File: config.mk
export PLATFORM = sky130hd
export DESIGN_NAME = sr_latch_driver
export DESIGN_NICKNAME = d
export VERILOG_FILES = /design/src/rtl/sr_latch_driver.sv
export SDC_FILE = /design/constraint.sdc
export NUM_CORES = 1
export LEC_CHECK = 0
export CAP_MARGIN = 10
export CORE_UTILIZATION = 53
export CTS_CLUSTER_DIAMETER = 120
export DETAILED_ROUTE_END_ITERATION = 8
export PLACE_DENSITY_LB_ADDON = 0.05
export SYNTH_ARGS = -nofsm -noshare
export SYNTH_HDL_FRONTEND = slang
export SYNTH_SLANG_ARGS = --single-unit
export TNS_END_PERCENT = 10
File: constraint.sdc
create_clock -name clk -period 4.33 [get_ports clk]
set_input_delay 0.866 -clock clk [delete_from_list [all_inputs] [get_ports clk]]
set_output_delay 0.866 -clock clk [all_outputs]
set_load 0.02 [all_outputs]
File: src/rtl/sr_latch_driver.sv
// Sequencer driving the S/R/E inputs of an external SR latch and confirming the stored value via Q/Q_n.
// Optional feedback synchronizers and mismatch check: define SR_LATCH_DRIVER_VERIFY_EN.
module sr_latch_driver #(
  parameter int PULSE_W  = 2,
  parameter int SETTLE_W = 3,
  parameter int CNT_W    = 4
) (
  input  logic clk,
  input  logic rst,
  input  logic req_valid,
  output logic req_ready,
  input  logic req_val,
  output logic lat_s,
  output logic lat_r,
  output logic lat_e,
  input  logic lat_q,
  input  logic lat_qn,
  output logic done,
  output logic err,
  output logic q_state
);

  localparam int P_EFF = (PULSE_W < 1) ? 1 : PULSE_W;
  localparam int S_EFF = (SETTLE_W < 2) ? 2 : SETTLE_W;
  localparam logic [CNT_W-1:0] P_LOAD = CNT_W'(P_EFF);
  localparam logic [CNT_W-1:0] S_LOAD = CNT_W'(S_EFF);
  localparam logic [CNT_W-1:0] CNT_ONE = CNT_W'(1);

  localparam logic [1:0] IDLE   = 2'd0;
  localparam logic [1:0] DRIVE  = 2'd1;
  localparam logic [1:0] SETTLE = 2'd2;
  localparam logic [1:0] CHECK  = 2'd3;

  logic [1:0]       state;
  logic [CNT_W-1:0] cnt;
  logic             val;
  logic             fb_err;

`ifdef SR_LATCH_DRIVER_VERIFY_EN
  logic sync_q1, sync_q2, sync_qn1, sync_qn2;
  logic err_r;

  // Latch outputs are asynchronous to clk, so only the second flop is trusted.
  always_ff @(posedge clk) begin
    if (rst) begin
      sync_q1  <= 1'b0;
      sync_q2  <= 1'b0;
      sync_qn1 <= 1'b0;
      sync_qn2 <= 1'b0;
    end else begin
      sync_q1  <= lat_q;
      sync_q2  <= sync_q1;
      sync_qn1 <= lat_qn;
      sync_qn2 <= sync_qn1;
    end
  end

  assign fb_err = (sync_q2 != val) || (sync_q2 == sync_qn2);
  assign err    = err_r;
`else
  logic unused_fb;
  assign unused_fb = lat_q ^ lat_qn;
  assign fb_err    = 1'b0;
  assign err       = 1'b0;
`endif

  // Outputs are set on the edge that enters each phase so they are glitch-free registers.
  always_ff @(posedge clk) begin
    if (rst) begin
      state     <= IDLE;
      cnt       <= '0;
      val       <= 1'b0;
      req_ready <= 1'b1;
      lat_s     <= 1'b0;
      lat_r     <= 1'b0;
      lat_e     <= 1'b0;
      done      <= 1'b0;
      q_state   <= 1'b0;
`ifdef SR_LATCH_DRIVER_VERIFY_EN
      err_r     <= 1'b0;
`endif
    end else begin
      done <= 1'b0;
`ifdef SR_LATCH_DRIVER_VERIFY_EN
      err_r <= 1'b0;
`endif
      case (state)
        IDLE: begin
          if (req_valid && req_ready) begin
            val       <= req_val;
            state     <= DRIVE;
            cnt       <= P_LOAD;
            req_ready <= 1'b0;
            lat_e     <= 1'b1;
            lat_s     <= req_val;
            lat_r     <= ~req_val;
          end
        end
        DRIVE: begin
          if (cnt == CNT_ONE) begin
            state <= SETTLE;
            cnt   <= S_LOAD;
            lat_e <= 1'b0;
            lat_s <= 1'b0;
            lat_r <= 1'b0;
          end else begin
            cnt <= cnt - CNT_ONE;
          end
        end
        SETTLE: begin
          if (cnt == CNT_ONE) begin
            state   <= CHECK;
            cnt     <= '0;
            done    <= 1'b1;
            q_state <= val;
`ifdef SR_LATCH_DRIVER_VERIFY_EN
            err_r   <= fb_err;
`endif
          end else begin
            cnt <= cnt - CNT_ONE;
          end
        end
        CHECK: begin
          state     <= IDLE;
          req_ready <= 1'b1;
        end
        default: begin
          state     <= IDLE;
          cnt       <= '0;
          req_ready <= 1'b1;
          lat_e     <= 1'b0;
          lat_s     <= 1'b0;
          lat_r     <= 1'b0;
        end
      endcase
    end
  end

endmodule

==> results of run 1 <==
-- final cells by class --
type                            instances  area [µm²]  share of cell area [%]
Multi-Input combinational cell         61       424.2                   50.00
Clock buffer                            4       26.28                   3.097
Sequential cell                        13       260.3                   30.68
Tap cell                               14       17.52                   2.065
Timing Repair Buffer                    9       90.09                   10.62
Inverter                                8       30.03                   3.540
-- path summary, 6_finish.rpt --
path                  start  cells after the start  slack, ns   endpoint
setup / recovery  req_ready                      1       2.10  req_ready
setup reg to reg   state[0]                      6       2.49     cnt[2]
hold reg to reg     q_state                      2       0.46    q_state
hold / removal      q_state                      2       0.46    q_state
-- registers in the layout, indices dropped and copies added (netlist names) --
signal,count
cnt,4
req_ready,1
lat_s,1
q_state,1
lat_e,1
state,2
lat_r,1
done,1
val,1
-- layout by cell type (no fill, tap or decap) --
cell type        instances
o221ai_1                 1
a211oi_2                 1
or3b_1                   1
clkdlybuf4s50_1          9
a32o_1                   1
clkbuf_4                 3
and2_0                   1
o21ai_0                  4
or2b_1                   1
inv_1                    8
nor4_1                   3
dfxtp_1                 13
nor3b_4                  1
nand2_1                  5
a2bb2oi_2                1
o31a_1                   1
nand3_1                  2
mux2i_1                  2
clkbuf_1                 1
a22o_1                   1
o21bai_1                 1
and3_1                   1
a32oi_1                  2
a221oi_1                 1
a21boi_0                 1
conb_1                   1
nor2_1                  12
ha_1                     7
nand2b_1                 2
a21oi_1                  7
-- metal layers --
metal,routed length (µm),vias to the layer above,track usage [%]
li1,-,317,-
met1,618,276,23.24
met3,42,5,5.202
met2,656,11,36.67
met5,0,-,0
met4,40,0,15.52
-- through the flow --
stage	total power [mW]	hold WS (ns)	instances	instance area [µm²]	setup slack, ns
6_report	0.5212	0.4566	109	848.3	2.099
5_1_grt	0.5631	0.4771	109	848.3	2.067
4_1_cts	0.5230	0.4606	109	848.3	2.090
3_5_place_dp	0.4422	0.4494	105	822.0	1.941
3_3_place_gp	0.4355	0.4433	105	822.0	1.965
2_1_floorplan	0.3806	0.4429	84	725.7	2.589
-- power by group --
group          internal [mW]  switching [mW]  total (mW)
logic                  0.115           0.151       0.267
registers              0.148          0.0272       0.175
clock network         0.0358          0.0435      0.0793
total                  0.299           0.222       0.521
-- cells by family after synthesis --
logic type	Yosys count	synth area share [%]
other cells	1	0.5167
buf+inv	10	5.690
simple gates	29	21.04
compound gates	22	22.07
flops	13	35.86
mux	2	2.759
fa+ha+maj	7	12.07
==> impl_metrics.prom, run 1 <==
# TYPE chip_impl_metric gauge
chip_impl_metric{name="die_area",unit="µm²"} 1521
chip_impl_metric{name="post_synth_inst_count",unit=""} 84
chip_impl_info{name="dominantRegCellSynth",value="dfxtp_1"} 1
chip_impl_metric{name="power_leakage",unit="nW"} 0.3384
chip_impl_metric{name="clock_path_buffers",unit=""} 2
chip_impl_info{name="crit_path_class",value="flip-flop to output port"} 1
chip_impl_metric{name="cts_setup_buffers",unit=""} 0
chip_impl_metric{name="post_synth.cell_area_avg",unit="µm²"} 8.639
chip_impl_metric{name="crit_path_max_incr_delay",unit="ns"} 0.64
chip_impl_info{name="grt_setup_unrepaired",value="no"} 1
chip_impl_metric{name="floorplan.die.height",unit="µm"} 39.01
chip_impl_metric{name="mappedNetlistNets",unit=""} 97
chip_impl_info{name="crit_slowest_cell",value="clkdlybuf4s50_1"} 1
chip_impl_metric{name="routed_wire_length_per_instance",unit="µm"} 12.45
chip_impl_metric{name="sequential_to_total_area_share_from_yosys_stat",unit="%"} 35.86
chip_impl_info{name="outcome",value="finished clean"} 1
chip_impl_metric{name="area.growth.synth_to_final",unit="%"} 16.90
chip_impl_metric{name="floorplan.initialDensity",unit="%"} 61.18
chip_impl_info{name="cts_tree",value="done"} 1
chip_impl_info{name="cp_launch_type",value="flip-flop"} 1
chip_impl_metric{name="cts_buffers",unit=""} 3
chip_impl_metric{name="fmax",unit="MHz"} 448.1
chip_impl_metric{name="clock-sinks",unit=""} 13
chip_impl_metric{name="grt_pass1_vias",unit=""} 529
chip_impl_metric{name="grt_pass1_wl",unit="µm"} 2132
chip_impl_metric{name="io_buffer_count",unit=""} 9
chip_impl_metric{name="pwr_density_cell",unit="nW/µm²"} 614.4
chip_impl_metric{name="utilization",unit="%"} 71.52
chip_impl_info{name="post-synth-top-count-cell",value="dfxtp_1"} 1
chip_impl_metric{name="drive_above_1_share",unit="%"} 6.316
chip_impl_metric{name="postSynth.asyncResetShare",unit="%"} 0
chip_impl_metric{name="htreeDepth",unit=""} 1
chip_impl_metric{name="path_max_fanout",unit=""} 7
chip_impl_metric{name="clkLatencyLatePin",unit="ns"} 0.29
chip_impl_metric{name="route.vias.total",unit=""} 609
chip_impl_metric{name="dp_hpwl",unit="µm"} 996.7
chip_impl_metric{name="layout_min_cycle_time",unit="ns"} 2.231
chip_impl_metric{name="drt-pass1-iter-count",unit=""} 4
chip_impl_metric{name="cts.clk_slew.worst_paths",unit="ns"} 0.09
chip_impl_metric{name="yosysUniqueCellTypes",unit=""} 29
chip_impl_metric{name="antenna_cells_inserted",unit=""} 0
chip_impl_metric{name="clock_skew",unit="ns"} 0.006452
chip_impl_info{name="most_used_standard_cells_in_the_synthesized_netlist",value="dfxtp_1, nor2_1, inv_1"} 1
chip_impl_metric{name="post-route-period-util",unit="%"} 51.54
chip_impl_info{name="critical_path.endpoint_type",value="output port"} 1
chip_impl_metric{name="gpl.final_weighted_congestion",unit=""} 0.7020
chip_impl_metric{name="floorplan_row_count",unit=""} 12
chip_impl_metric{name="totalNegativeSetupSlack",unit="ns"} 0
chip_impl_metric{name="cp.arrival",unit="ns"} 1.37
chip_impl_metric{name="route.detailed.drc",unit=""} 0
chip_impl_metric{name="pin_count_of_the_biggest_net_entering_global_routing",unit=""} 14
chip_impl_metric{name="synth_enable_flop_cells",unit=""} 0
chip_impl_metric{name="die_w",unit="µm"} 39.01
chip_impl_metric{name="gr-total-overflow",unit=""} 0
chip_impl_metric{name="critPathRequiredTime",unit="ns"} 3.46
chip_impl_info{name="most_area_consuming_cells_after_synthesis",value="dfxtp_1, ha_1, nor2_1"} 1
chip_impl_info{name="list_of_cells_traversed_by_the_critical_path",value="clkdlybuf4s50_1"} 1
chip_impl_info{name="hp-class",value="flip-flop to flip-flop"} 1
chip_impl_metric{name="timing.max_cap.violations",unit=""} 0
chip_impl_metric{name="aggregate_global_route_resource_usage",unit="%"} 21.73
chip_impl_metric{name="hold_violations",unit=""} 0
chip_impl_metric{name="nFillCells",unit=""} 98
chip_impl_metric{name="drt.antenna.violating_nets",unit=""} 0
chip_impl_metric{name="synth-warning-count",unit=""} 0
chip_impl_metric{name="detailedRoute.firstIterationViolations",unit=""} 4
chip_impl_metric{name="synth_largest_type_area_fraction",unit="%"} 35.86
chip_impl_metric{name="cp_num_buf_inv",unit=""} 1
chip_impl_metric{name="timing.final.max_slew_violations",unit=""} 0
chip_impl_metric{name="cts.repair.resized",unit=""} 0
chip_impl_metric{name="synth.cell_area",unit="µm²"} 725.7
chip_impl_metric{name="totalWireLength",unit="µm"} 1357
chip_impl_info{name="clockRootBuffer",value="clkbuf_4"} 1
chip_impl_metric{name="yosys_register_bits",unit=""} 13
chip_impl_info{name="synth.largest_area_cell",value="dfxtp_1"} 1
chip_impl_metric{name="design.final.nets",unit=""} 109
chip_impl_metric{name="antenna_violations_before_repair",unit=""} 0
chip_impl_metric{name="vias_cell",unit=""} 5.587
chip_impl_metric{name="ir_worst_vdd",unit="µV"} 399.9
chip_impl_info{name="critical_path.top_delay_family",value="buffers and inverters"} 1
chip_impl_metric{name="setup_violations",unit=""} 0
chip_impl_metric{name="design.portCount",unit=""} 13
chip_impl_metric{name="core_area",unit="µm²"} 1186
chip_impl_metric{name="post_cts_hold_buffer_count",unit=""} 0
Power figures use the tool's default switching activity.
==> run 2, diff against run 1 <==
CORE_UTILIZATION = 45   (was 53)
clock period = 2 ns   (was 4.33 ns; I/O delays follow)
==> run 2 against run 1 <==
Highest routed layer unchanged. Register-to-register slack worse by 2.1 ns. Sequential cell count is the same. Clock power rose by 100%. Critical endpoint unchanged. Via count grew 2.6%. Count of clock-buffer cells in the layout did not move. Sequential power is 120% higher. First-iteration DRC count grew to 2.5 times the previous value. Global-route usage decreased by 4.0 points. Die area is 17% higher. Cell count grew 3.7%. Non-clock buffer count is 2 higher. Clock skew down 0.0019 ns.
==> impl_metrics.prom, run 2 (same netlist as run 1, synthesis figures left out) <==
# TYPE chip_impl_metric gauge
chip_impl_metric{name="fmax",unit="MHz"} 560.4
chip_impl_info{name="critical_path.top_delay_family",value="buffers and inverters"} 1
chip_impl_metric{name="totalNegativeSetupSlack",unit="ns"} 0
chip_impl_info{name="cp_launch_type",value="flip-flop"} 1
chip_impl_metric{name="die_area",unit="µm²"} 1777
chip_impl_metric{name="ir_worst_vdd",unit="µV"} 665.7
chip_impl_metric{name="antenna_cells_inserted",unit=""} 0
chip_impl_metric{name="floorplan.die.height",unit="µm"} 42.16
chip_impl_metric{name="clock-sinks",unit=""} 13
chip_impl_metric{name="cp_num_buf_inv",unit=""} 1
chip_impl_metric{name="power_leakage",unit="nW"} 0.3478
chip_impl_metric{name="drt-pass1-iter-count",unit=""} 4
chip_impl_metric{name="aggregate_global_route_resource_usage",unit="%"} 17.77
chip_impl_info{name="reg_top3",value="cnt (4), state (2)"} 1
chip_impl_metric{name="timing.max_cap.violations",unit=""} 0
chip_impl_metric{name="setup_violations",unit=""} 0
chip_impl_info{name="critical_path.endpoint_type",value="output port"} 1
chip_impl_metric{name="antenna_violations_before_repair",unit=""} 0
chip_impl_metric{name="gpl.final_weighted_congestion",unit=""} 0.7750
chip_impl_metric{name="clkLatencyLatePin",unit="ns"} 0.28
chip_impl_metric{name="layout_min_cycle_time",unit="ns"} 1.784
chip_impl_info{name="list_of_cells_traversed_by_the_critical_path",value="clkdlybuf4s50_1"} 1
chip_impl_metric{name="route.detailed.drc",unit=""} 0
chip_impl_metric{name="drive_above_1_share",unit="%"} 8.247
chip_impl_info{name="cts_tree",value="done"} 1
chip_impl_metric{name="cp.arrival",unit="ns"} 1.38
chip_impl_metric{name="route.vias.total",unit=""} 625
chip_impl_metric{name="die_w",unit="µm"} 42.16
chip_impl_metric{name="core_area",unit="µm²"} 1506
chip_impl_metric{name="floorplan_row_count",unit=""} 14
chip_impl_metric{name="design.portCount",unit=""} 13
chip_impl_metric{name="cts_setup_buffers",unit=""} 0
chip_impl_metric{name="multiInputGateArea",unit="µm²"} 424.2
chip_impl_metric{name="cts_buffers",unit=""} 3
chip_impl_metric{name="crit_path_max_incr_delay",unit="ns"} 0.65
chip_impl_metric{name="drt.antenna.violating_nets",unit=""} 0
chip_impl_metric{name="grt_pass1_vias",unit=""} 583
chip_impl_info{name="registers.top_by_ff_count",value="cnt"} 1
chip_impl_metric{name="dp_hpwl",unit="µm"} 1084
chip_impl_metric{name="timing.final.max_slew_violations",unit=""} 0
chip_impl_metric{name="hold_violations",unit=""} 0
chip_impl_metric{name="clock_path_buffers",unit=""} 2
chip_impl_info{name="crit_slowest_cell",value="clkdlybuf4s50_1"} 1
chip_impl_metric{name="critPathRequiredTime",unit="ns"} 1.60
chip_impl_metric{name="nFillCells",unit=""} 144
chip_impl_metric{name="routed_wire_length_per_instance",unit="µm"} 12.24
chip_impl_metric{name="gr-total-overflow",unit=""} 0
chip_impl_metric{name="design.final.nets",unit=""} 111
chip_impl_info{name="clockRootBuffer",value="clkbuf_4"} 1
chip_impl_metric{name="clock_skew",unit="ns"} 0.004589
chip_impl_metric{name="area.growth.synth_to_final",unit="%"} 19.31
chip_impl_info{name="crit_path_class",value="flip-flop to output port"} 1
chip_impl_metric{name="largest_register_ff_count",unit=""} 4
chip_impl_metric{name="post-route-period-util",unit="%"} 89.22
chip_impl_metric{name="regArea",unit="µm²"} 260.3
chip_impl_info{name="layout_common_cells",value="dfxtp_1, nor2_1, clkdlybuf4s50_1"} 1
chip_impl_metric{name="htreeDepth",unit=""} 1
chip_impl_metric{name="pin_count_of_the_biggest_net_entering_global_routing",unit=""} 9
chip_impl_metric{name="totalWireLength",unit="µm"} 1383
chip_impl_metric{name="total_design_power",unit="mW"} 1.146
chip_impl_info{name="grt_setup_unrepaired",value="no"} 1
chip_impl_metric{name="cts.repair.resized",unit=""} 0
chip_impl_metric{name="io_buffer_count",unit=""} 9
chip_impl_info{name="final_common_cell",value="dfxtp_1"} 1
chip_impl_info{name="outcome",value="finished clean"} 1
chip_impl_metric{name="path_max_fanout",unit=""} 7
chip_impl_metric{name="vias_cell",unit=""} 5.531
chip_impl_metric{name="detailedRoute.firstIterationViolations",unit=""} 10
chip_impl_metric{name="floorplan.initialDensity",unit="%"} 48.17
chip_impl_metric{name="post_cts_hold_buffer_count",unit=""} 0
chip_impl_metric{name="cts.clk_slew.worst_paths",unit="ns"} 0.08
chip_impl_metric{name="grt_pass1_wl",unit="µm"} 2421
chip_impl_info{name="hp-class",value="flip-flop to flip-flop"} 1
chip_impl_metric{name="pwr_density_cell",unit="nW/µm²"} 1323
[run 2: cell count changes in the layout (fill, tap and decap cells not counted), sizes merged]
cell  delta
buf      +2
[run 2: final timing paths]
kind	from	endpoint	slack, ns	cells after the start
min reg2reg	q_state	q_state	0.46	2
min	q_state	q_state	0.46	2
max reg2reg	state[0]	state[1]	0.36	6
max	req_ready	req_ready	0.22	1
[run 2: stage by stage]
stage	hold WS, ns	util [%]	setup WS (ns)	instances	area [µm²]
2_1_floorplan	0.4429	-	0.4218	84	725.7
4_1_cts	0.4618	57.48	0.2041	113	865.8
5_1_grt	0.4909	57.48	0.1598	113	865.8
3_3_place_gp	0.4469	55.73	0.2401	109	839.6
6_report	0.4578	57.48	0.2156	113	865.8
3_5_place_dp	0.4507	55.73	0.2313	109	839.6
[run 2: worst register-to-register path, cell delays in order, from the launching register on]
cell	delay, ns
dfxtp_1	0.39
inv_1	0.10
ha_1	0.27
nor2_1	0.26
a2bb2oi_2	0.24
mux2i_1	0.22
nor2_1	0.05
[run 2: layer usage]
metal | track usage [%] | part of all wire, %
met1 | 23.66 | 49
met2 | 27.50 | 45
met3 | 3.017 | 4.5
met4 | 9.375 | 1.8
met5 | 0 | 0
[run 2: report_power, final]
group	switching (mW)	internal, mW	total, mW
Sequential	0.0602	0.321	0.381
Clock	0.0850	0.0775	0.162
Combinational	0.336	0.267	0.602
[run 2: final cells by class]
class | count | share of cell area [%]
Multi-Input combinational cell | 61 | 48.99
Sequential cell | 13 | 30.06
Timing Repair Buffer | 11 | 12.14
Inverter | 8 | 3.468
Clock buffer | 4 | 3.035
Tap cell | 16 | 2.312
==> run 3, diff against run 2 <==
CAP_MARGIN = default   (was 10)
CORE_UTILIZATION = 47   (was 45)
CTS_BUF_LIST = sky130_fd_sc_hd__clkbuf_4 sky130_fd_sc_hd__clkbuf_8   (was default)
PLACE_DENSITY = 0.87   (was default)
PLACE_DENSITY_LB_ADDON = default   (was 0.05)
==> run 3 against run 2 <==
Die area down 4.0%. Worst hold slack better by 0.0032 ns. Sequential share of layout area down 0.087 points. Largest cell class unchanged. Largest power group unchanged.
==> impl_metrics.prom, run 3 (same netlist as run 1, synthesis figures left out) <==
# TYPE chip_impl_metric gauge
chip_impl_metric{name="design.portCount",unit=""} 13
chip_impl_metric{name="cts.repair.resized",unit=""} 0
chip_impl_metric{name="route.detailed.drc",unit=""} 0
chip_impl_metric{name="pin_count_of_the_biggest_net_entering_global_routing",unit=""} 10
chip_impl_info{name="crit_path_class",value="flip-flop to output port"} 1
chip_impl_metric{name="core_area",unit="µm²"} 1366
chip_impl_metric{name="io_buffer_count",unit=""} 9
chip_impl_metric{name="area.growth.synth_to_final",unit="%"} 19.66
chip_impl_info{name="list_of_cells_traversed_by_the_critical_path",value="clkdlybuf4s50_1"} 1
chip_impl_metric{name="gpl.final_weighted_congestion",unit=""} 0.7500
chip_impl_metric{name="drt.antenna.violating_nets",unit=""} 0
chip_impl_info{name="layout_common_cells",value="dfxtp_1, nor2_1, clkdlybuf4s50_1"} 1
chip_impl_metric{name="holdPathStages",unit=""} 2
chip_impl_metric{name="post-route-period-util",unit="%"} 87.28
chip_impl_metric{name="dpl_worst_slack",unit="ns"} 0.1997
chip_impl_metric{name="floorplan.initialDensity",unit="%"} 53.11
chip_impl_metric{name="post_cts_hold_buffer_count",unit=""} 0
chip_impl_metric{name="ir_worst_vdd",unit="µV"} 719.0
chip_impl_metric{name="aggregate_global_route_resource_usage",unit="%"} 20.98
chip_impl_info{name="cp_launch_type",value="flip-flop"} 1
chip_impl_metric{name="crit_path_max_incr_delay",unit="ns"} 0.64
chip_impl_metric{name="setup_violations",unit=""} 0
chip_impl_info{name="cts_tree",value="done"} 1
chip_impl_metric{name="net_switching_power",unit="mW"} 0.4822
chip_impl_info{name="grt_setup_unrepaired",value="no"} 1
chip_impl_metric{name="total_design_power",unit="mW"} 1.160
chip_impl_metric{name="clock-sinks",unit=""} 13
chip_impl_metric{name="clock_skew",unit="ns"} 0.007639
chip_impl_metric{name="critPathRequiredTime",unit="ns"} 1.60
chip_impl_metric{name="totalWireLength",unit="µm"} 1427
chip_impl_metric{name="cp.depth",unit=""} 1
chip_impl_info{name="crit_slowest_cell",value="clkdlybuf4s50_1"} 1
chip_impl_metric{name="route.vias.total",unit=""} 626
chip_impl_metric{name="floorplan.die.height",unit="µm"} 41.30
chip_impl_info{name="worstReg2RegStart",value="state[0]"} 1
chip_impl_info{name="outcome",value="finished clean"} 1
chip_impl_metric{name="cts_setup_buffers",unit=""} 0
chip_impl_info{name="final_common_cell",value="dfxtp_1"} 1
chip_impl_metric{name="timing.final.ws_setup",unit="ns"} 0.2544
chip_impl_metric{name="hold_violations",unit=""} 0
chip_impl_info{name="critical_path.top_delay_family",value="buffers and inverters"} 1
chip_impl_metric{name="design.final.nets",unit=""} 111
chip_impl_metric{name="grt_pass1_wl",unit="µm"} 2270
chip_impl_metric{name="clkLatencyLatePin",unit="ns"} 0.28
chip_impl_metric{name="drt-pass1-iter-count",unit=""} 3
chip_impl_metric{name="fmax",unit="MHz"} 572.9
chip_impl_info{name="hold_path.startpoint",value="q_state"} 1
chip_impl_info{name="hp-class",value="flip-flop to flip-flop"} 1
chip_impl_metric{name="htreeDepth",unit=""} 1
chip_impl_metric{name="cts_buffers",unit=""} 3
chip_impl_metric{name="dp_hpwl",unit="µm"} 1095
chip_impl_metric{name="die_area",unit="µm²"} 1705
chip_impl_info{name="holdPathEnd",value="q_state"} 1
chip_impl_metric{name="comb_power_share",unit="%"} 51.8
chip_impl_metric{name="drive_above_1_share",unit="%"} 9.278
chip_impl_metric{name="layout_min_cycle_time",unit="ns"} 1.746
chip_impl_metric{name="floorplan_row_count",unit=""} 13
chip_impl_metric{name="cts.clk_slew.worst_paths",unit="ns"} 0.07
chip_impl_metric{name="regToRegSetupSlack",unit="ns"} 0.35
chip_impl_metric{name="largest_register_ff_count",unit=""} 4
chip_impl_metric{name="clock_path_buffers",unit=""} 2
chip_impl_metric{name="pwr-share-clk",unit="%"} 15.2
chip_impl_info{name="regToRegEndpoint",value="state[1]"} 1
chip_impl_metric{name="netSwitchingFraction",unit="%"} 41.58
chip_impl_metric{name="totalNegativeSetupSlack",unit="ns"} 0
chip_impl_metric{name="cell_internal_pwr",unit="mW"} 0.6775
chip_impl_metric{name="fin_hold_ws",unit="ns"} 0.4610
chip_impl_metric{name="timing.final.max_slew_violations",unit=""} 0
chip_impl_metric{name="cp.arrival",unit="ns"} 1.35
chip_impl_metric{name="antenna_violations_before_repair",unit=""} 0
chip_impl_metric{name="share_seq_of_total_power",unit="%"} 33.0
chip_impl_metric{name="path_max_fanout",unit=""} 7
chip_impl_metric{name="pwr_density_cell",unit="nW/µm²"} 1335
chip_impl_metric{name="vias_cell",unit=""} 5.589
chip_impl_metric{name="gr-total-overflow",unit=""} 0
chip_impl_metric{name="routed_wire_length_per_instance",unit="µm"} 12.74
chip_impl_metric{name="die_w",unit="µm"} 41.30
chip_impl_info{name="reg_top3",value="cnt (4), state (2)"} 1
chip_impl_metric{name="utilization",unit="%"} 63.55
chip_impl_metric{name="power_leakage",unit="nW"} 0.3512
chip_impl_info{name="clockRootBuffer",value="clkbuf_4"} 1
chip_impl_metric{name="reg2regPathDepth",unit=""} 6
chip_impl_metric{name="antenna_cells_inserted",unit=""} 0
chip_impl_metric{name="grt_pass1_vias",unit=""} 560
chip_impl_info{name="critical_path.endpoint_type",value="output port"} 1
chip_impl_metric{name="detailedRoute.firstIterationViolations",unit=""} 11
chip_impl_metric{name="cp_num_buf_inv",unit=""} 1
chip_impl_info{name="registers.top_by_ff_count",value="cnt"} 1
chip_impl_metric{name="timing.max_cap.violations",unit=""} 0
## run 3: changes by cell type in the layout (fill, tap and decap cells not counted)
cell | before | now
clkbuf_1 | 1 | 0
clkbuf_4 | 3 | 4
## run 3: stage by stage
step	instances	cell area (µm²)
3_5_place_dp	108	838.3
2_1_floorplan	84	725.7
3_3_place_gp	108	838.3
6_report	112	868.3
5_1_grt	112	868.3
4_1_cts	112	868.3
## run 3: power by group through the flow
stage | logic [mW] | registers (mW) | clock network, mW
CTS | 0.604 | 0.383 | 0.182
global route | 0.678 | 0.392 | 0.193
detailed placement | 0.600 | 0.388 | 0
floorplan | 0.424 | 0.400 | 0
finish | 0.600 | 0.383 | 0.177
global placement | 0.576 | 0.381 | 0
## run 3: layout make-up
class | count | area [µm²]
flip-flops and latches | 13 | 260.3
clock buffers | 4 | 30.03
well taps | 15 | 18.77
fillers | 121 | 498.0
multi-input cells | 61 | 424.2
inverters | 8 | 30.03
repair buffers | 11 | 105.1
## run 3: worst max path at each step
stage	end	startpoint
2_1_floorplan	cnt[2]	state[0]
3_3_place_gp	cnt[2]	req_valid
3_5_place_dp	cnt[1]	req_valid
4_1_cts	req_ready	req_ready
5_1_grt	state[1]	state[0]
6_report	req_ready	req_ready
## run 3: metal layers
| metal | vias up | part of all wire (%) | track usage, % |
|---|---|---|---|
| li1 | 319 | - | - |
| met1 | 292 | 44 | 21.68 |
| met3 | 5 | 5.1 | 9.043 |
| met4 | 0 | 1.6 | 11.29 |
| met2 | 10 | 49 | 35.55 |
| met5 | - | 0 | 0 |
